==> src/rtl/csram_arbiter.sv <==
// csram_arbiter
//
// Two-port arbiter/sequencer for the shared 16-bit combinational csram.
// Each accepted request is captured in IDLE, driven onto the memory for
// exactly one ACCESS cycle, and acknowledged with a one-cycle pulse in DONE.
// The block is the only driver of the memory's address, data and enables.
//
// Ports:
//   clk, reset_n             - clock; synchronous active-low reset
//   req0/we0/addr0/wdata0    - port 0 request (held stable until ack0)
//   ack0, rdata0             - port 0 completion pulse and result
//   req1/we1/addr1/wdata1    - port 1 request (held stable until ack1)
//   ack1, rdata1             - port 1 completion pulse and result
//   busy                     - high whenever the sequencer is not idle
//   sram_address/sram_data   - memory address and write data
//   sram_write_enable        - memory write strobe
//   sram_output_enable       - memory read enable
//   sram_rdata               - memory read data (combinational echo)
//
// Build option:
//   CSRAM_ARBITER_ROUND_ROBIN_EN - defined: contention alternates between
//   ports using a 1-bit last-grant pointer (port 0 wins first after reset).
//   Undefined: fixed priority, port 0 always wins contention.

module csram_arbiter (
  input  logic        clk,
  input  logic        reset_n,

  input  logic        req0,
  input  logic        we0,
  input  logic [15:0] addr0,
  input  logic [15:0] wdata0,
  output logic        ack0,
  output logic [15:0] rdata0,

  input  logic        req1,
  input  logic        we1,
  input  logic [15:0] addr1,
  input  logic [15:0] wdata1,
  output logic        ack1,
  output logic [15:0] rdata1,

  output logic        busy,

  output logic [15:0] sram_address,
  output logic [15:0] sram_data,
  output logic        sram_write_enable,
  output logic        sram_output_enable,
  input  logic [15:0] sram_rdata
);

  typedef enum logic [1:0] {
    ST_IDLE   = 2'd0,
    ST_ACCESS = 2'd1,
    ST_DONE   = 2'd2
  } state_e;

  state_e      state_q, state_d;

  // Captured transaction
  logic        we_q, we_d;
  logic [15:0] addr_q, addr_d;
  logic [15:0] wdata_q, wdata_d;
  logic        port_q, port_d;

  // Per-port result registers
  logic [15:0] rdata0_q, rdata0_d;
  logic [15:0] rdata1_q, rdata1_d;

  // Arbitration result for the current IDLE cycle
  logic        grant_valid;
  logic        grant_port;

`ifdef CSRAM_ARBITER_ROUND_ROBIN_EN
  // Last granted port; resets to 1 so port 0 wins the first contention.
  logic        last_q, last_d;
`endif

  // --------------------------------------------------------------------
  // Arbitration
  // --------------------------------------------------------------------
  always_comb begin
    grant_valid = req0 | req1;
`ifdef CSRAM_ARBITER_ROUND_ROBIN_EN
    if (req0 && req1) begin
      grant_port = ~last_q;
    end else if (req0) begin
      grant_port = 1'b0;
    end else begin
      grant_port = 1'b1;
    end
`else
    grant_port = ~req0;
`endif
  end

  // --------------------------------------------------------------------
  // FSM: state register
  // --------------------------------------------------------------------
  always_ff @(posedge clk) begin
    if (!reset_n) begin
      state_q <= ST_IDLE;
    end else begin
      state_q <= state_d;
    end
  end

  // --------------------------------------------------------------------
  // FSM: next state
  // --------------------------------------------------------------------
  always_comb begin
    state_d = state_q;
    unique case (state_q)
      ST_IDLE:   if (grant_valid) state_d = ST_ACCESS;
      ST_ACCESS: state_d = ST_DONE;
      ST_DONE:   state_d = ST_IDLE;
      default:   state_d = ST_IDLE;
    endcase
  end

  // --------------------------------------------------------------------
  // Datapath next values
  // --------------------------------------------------------------------
  always_comb begin
    we_d     = we_q;
    addr_d   = addr_q;
    wdata_d  = wdata_q;
    port_d   = port_q;
    rdata0_d = rdata0_q;
    rdata1_d = rdata1_q;
`ifdef CSRAM_ARBITER_ROUND_ROBIN_EN
    last_d   = last_q;
`endif

    if (state_q == ST_IDLE && grant_valid) begin
      port_d  = grant_port;
      we_d    = grant_port ? we1    : we0;
      addr_d  = grant_port ? addr1  : addr0;
      wdata_d = grant_port ? wdata1 : wdata0;
`ifdef CSRAM_ARBITER_ROUND_ROBIN_EN
      last_d  = grant_port;
`endif
    end

    // The memory is combinational: its output is valid in the same cycle
    // the address is driven, and it echoes the data on writes.
    if (state_q == ST_ACCESS) begin
      if (port_q) begin
        rdata1_d = sram_rdata;
      end else begin
        rdata0_d = sram_rdata;
      end
    end
  end

  // --------------------------------------------------------------------
  // Datapath registers
  // --------------------------------------------------------------------
  always_ff @(posedge clk) begin
    if (!reset_n) begin
      we_q     <= 1'b0;
      addr_q   <= '0;
      wdata_q  <= '0;
      port_q   <= 1'b0;
      rdata0_q <= '0;
      rdata1_q <= '0;
    end else begin
      we_q     <= we_d;
      addr_q   <= addr_d;
      wdata_q  <= wdata_d;
      port_q   <= port_d;
      rdata0_q <= rdata0_d;
      rdata1_q <= rdata1_d;
    end
  end

`ifdef CSRAM_ARBITER_ROUND_ROBIN_EN
  always_ff @(posedge clk) begin
    if (!reset_n) begin
      last_q <= 1'b1;
    end else begin
      last_q <= last_d;
    end
  end
`endif

  // --------------------------------------------------------------------
  // FSM: outputs, decoded from registered state only
  // --------------------------------------------------------------------
  always_comb begin
    busy               = (state_q != ST_IDLE);
    ack0               = (state_q == ST_DONE) && !port_q;
    ack1               = (state_q == ST_DONE) &&  port_q;
    sram_address       = '0;
    sram_data          = '0;
    sram_write_enable  = 1'b0;
    sram_output_enable = 1'b0;
    if (state_q == ST_ACCESS) begin
      sram_address       = addr_q;
      sram_write_enable  = we_q;
      sram_output_enable = ~we_q;
      sram_data          = we_q ? wdata_q : '0;
    end
  end

  assign rdata0 = rdata0_q;
  assign rdata1 = rdata1_q;

endmodule
==> config.mk <==
export PLATFORM = sky130hd
export DESIGN_NAME = csram_arbiter
export DESIGN_NICKNAME = d
export VERILOG_FILES = /design/src/rtl/csram_arbiter.sv
export SDC_FILE = /design/constraint.sdc
export NUM_CORES = 1
export LEC_CHECK = 0
export ABC_AREA = 1
export BUFFER_PORTS_ARGS = -buffer_cell sky130_fd_sc_hd__buf_4
export CORE_ASPECT_RATIO = 1.4
export CORE_UTILIZATION = 25
export DETAILED_ROUTE_END_ITERATION = 16
export SLEW_MARGIN = 40
export SYNTH_ARGS = -nofsm -noshare
export SYNTH_HDL_FRONTEND = slang
export SYNTH_SLANG_ARGS = --single-unit
==> constraint.sdc <==
create_clock -name clk -period 1.67 [get_ports clk]
set_clock_uncertainty 0.1 [all_clocks]
set_input_delay 0.334 -clock clk [delete_from_list [all_inputs] [get_ports clk]]
set_output_delay 0.334 -clock clk [all_outputs]
set_load 0.005 [all_outputs]
== Word level (Yosys, flattened, before mapping) ==
Cells that the tools add are included.

* Equality and inequality tests: 3
* Bitwise gates (word level): 4
* Reductions and logical operators: 8
* Multiplexer cells: 10

{| class="wikitable"
|+ Operator list
! kind !! number
|-
| $mux W16 || 5
|-
| $pmux W2 S2 || 1
|-
| $reduce_and A2 Y1 || 2
|-
| $logic_and A1 B1 Y1 || 3
|-
| $mux W1 || 3
|-
| $not A1 Y1 || 3
|-
| $eq A2 B1 Y1 const B || 1
|-
| $eq A2 B2 Y1 const B || 1
|-
| $logic_not A2 Y1 || 1
|-
| $mux W2 || 1
|-
| $ne A2 B2 Y1 const B || 1
|-
| $reduce_bool A2 Y1 || 1
|-
| $logic_not A1 Y1 || 1
|-
| $or A1 B1 Y1 || 1
|}

* Input bits: 86
* Word-level logic and storage cells: 32
* Output and inout port bits: 69
* Bits in registers: 68

== Longest topological paths before layout ==
* Word-level depth: 3
* Depth in mapped cells: 8
* Depth with buffers taken out: 6

== Worst setup path before layout ==
No wires, ideal clock.

* Path kind: flip-flop to output port
* From: register state_q[0]
* To: output sram_data[10]
* Arrival time: 987 ps
* Path buffers: 1
* Slack: 249 ps
* Cell stages (with the launch flop): 6
* Data required time: 1,236 ps
* Path through: dfxtp_1 -> inv_1 -> nor2_1 -> nand2_2 -> buf_2 -> nor2_1

* Longest elaborated chain between the ends: 2

{| class="wikitable"
|+ RTL lines
! element !! line !! RTL
|-
| start, declared || 58 || <nowiki>state_e state_q, state_d;</nowiki>
|-
| start signal, assigned || 104 || <nowiki>state_q <= state_d;</nowiki>
|-
| $eq A2 B1 Y1 || 198 || <nowiki>if (state_q == ST_ACCESS) begin</nowiki>
|-
| $mux W16 || 198 ||
|-
| end, declared || 46 || <nowiki>output logic [15:0] sram_data,</nowiki>
|}

No other way between the ends.

== Worst setup path after layout ==
* From: register state_q[0]
* To: output sram_data[11]

The elaborated chain is that of the path after synthesis.

==> reports/qor.yml <==
ys_seq_elements: 68
post-dp-hpwl_um: 6590
crit_start: "state_q[0]"
yosys_warnings: 0
fp-row-count: 49
synth_area_leaders: "dfxtp_1 (41%), nand2_1 (26%), nor2_1 (19%)"
final_cells: 909
cts.sinks: 68
ant_nets: 0
grt_pass1_vias: 3259
layout_min_cycle_time_ns: 1.73
power_frac_seq_pct: 37.6
track_usage_pct: 14.0
route.detailed.drc: 0
clkTransAtPathRegs_ns: 0.06
timing.rr.start: "state_q[0]"
first_pass_iters: 4
ios: 155
share_comb_of_total_power_pct: 20.6
path_class: "flip-flop to output pin"
critPathMaxFanout: 8
post-route-util_pct: 40.5
start_util_pct: 25.7
period_share_pct: 103
endpoint_kind: "output pin"
powerDensity_nw_per_um2: 935
grt_max_degree: 51
yosysSeqAreaShare_pct: 40.9
die_y_um: 139
syn2layout_area_growth_pct: 57.3
antenna_found_initial: 0
cts-root-buf: "clkbuf_16"
setup_violations: 34
core_sq_um: 12900
hp-class: "input pin to flip-flop"
drt_wl_total_um: 9590
yosysTopAreaCellShare_pct: 40.9
syn_nets: 663
critPathArrivalTime_ns: 1.29
dp_cells: 890
clk_path_buf_depth: 2
setup_slack_ns: -0.0572
overflow: 0
p_int_mw: 3.59
clk_latency_ns: 0.32
startpoint_type: "flip-flop"
tightest_slew_ns: 0.341
violations: "negative setup slack"
p_sw_mw: 1.31
die_w_um: 99.5
p_leak_nw: 2.87
syn_area_per_cell_sq_um: 5.77
grt_first_pass_wirelength_um: 15300
io_buffers: 154
layout-drive-gt1-share_pct: 29.1
fmax_ghz: 0.579
status: "complete, but fails checks"
gp_congestion: 0.711
synth_cells: 577
max-vdd-ir-drop_uv: 403
slew_headroom_pct: 77.3
vias: 3578
synth.largest_area_cell: "dfxtp_1"
hp-start: "sram_rdata[8]"
wl_per_cell_um: 10.5
rsz0062_at_grt: "true"
antenna_cells: 0
final_max_slew_viol_count: 0
dieArea_sq_um: 13800
finalHoldViolCount: 0
clkPwrFrac_pct: 41.8
regToRegSetupSlack_ns: 0.28
tritoncts: "done"
yosysUniqueCellTypes: 14
via_per_inst: 3.94
sw_frac_of_total_pct: 26.7
drtIter0Drc: 120
cts_buffers: 9
nNetsFinal: 812
required_ns: 1.24
drv_cap: 0
htree_levels: 3
post_synth_instance_area_sq_um: 3330
cell usage after synthesis, drive strengths merged:
cell	number
a21oi	1
buf	23
clkbuf	6
dfxtp	68
inv	74
nand2	234
nand3	2
nor2	167
nor3	2
timing repair:
action | in CTS | in global routing
hold buffers | 0 | 0
gates cloned | 2 | 0
endpoints found under the hold margin | 0 | 0
endpoints found under the setup margin | 34 | 35
buffers inserted | 1 | 0
pin swaps | 4 | 2
gates resized for setup | 35 | 20
power groups by stage:
stage	Combinational, mW	Sequential, mW	Clock (mW)
floorplan	0.529	1.86	0
global placement	0.955	1.86	0
detailed placement	0.952	1.86	0
CTS	1.01	1.84	2.11
global route	1.16	1.86	2.19
finish	1.01	1.84	2.05
path summary, 6_finish.rpt:
path | to | cells past startpoint
max | sram_data[11] | 6
min | rdata1[8] | 3
max reg2reg | wdata_q[14] | 6
min reg2reg | rdata0[5] | 4
state kept, by name, summed over array words and instances (netlist names):
signal / cells
addr_q: 16
port_q: 1
rdata0: 16
rdata1: 16
state_q: 2
wdata_q: 16
we_q: 1
layer usage:
layer  vias to the layer above  track usage [%]  part of all wire (%)
met5                         -                0                     0
met4                         0             4.41                   1.1
met3                         7             3.53                   5.9
met2                       109             24.7                    48
met1                      1517             16.3                    45
li1                       1945                -                     -
through the flow:
stage          cell area, sq um  setup WS, ns  setup TNS, ns  power [mW]  hold WS (ns)
2_1_floorplan              3330         0.249              0        2.39         0.369
3_3_place_gp               4690        0.0930              0        2.81         0.400
3_5_place_dp               4690        0.0454              0        2.82         0.400
4_1_cts                    5160       -0.0716          -1.76        4.97         0.127
5_1_grt                    5240        -0.127          -3.32        5.20         0.140
6_report                   5240       -0.0572          -1.35        4.90         0.140
area by class of cell:
class / instances / area, sq um
Fill cell: 1437 / 7700
Multi-Input combinational cell: 408 / 1700
Sequential cell: 68 / 1360
Timing Repair Buffer: 165 / 1350
Inverter: 74 / 283
Clock buffer: 12 / 246
Tap cell: 178 / 223
Clock inverter: 4 / 72.6
placed cells by master, fill, tap and decap left out, drive strengths merged:
master,count
nand3,2
dfxtp,68
buf,165
bufinv,2
nor3,2
nand2,236
nor2,167
clkinvlp,1
a21oi,1
clkinv,1
inv,74
clkbuf,12
kinds of logic (layout without fill, tap and decap cells):
logic type / Yosys count / in the layout / synth area share [%]
buffers and inverters: 103 / 255 / 13.0
flip-flops: 68 / 68 / 40.9
AO/OA/AOI/OAI: 1 / 1 / 0.150
AND/OR/NAND/NOR: 405 / 407 / 46.0
critical path, cell delays in order, from the launching register on:
cell	delay [ns]
dfxtp_2	0.33
inv_2	0.04
nor2_4	0.11
buf_12	0.16
nand2_8	0.10
nor2_2	0.12
buf_4	0.11
No activity file was read; power rests on OpenSTA's default activity.
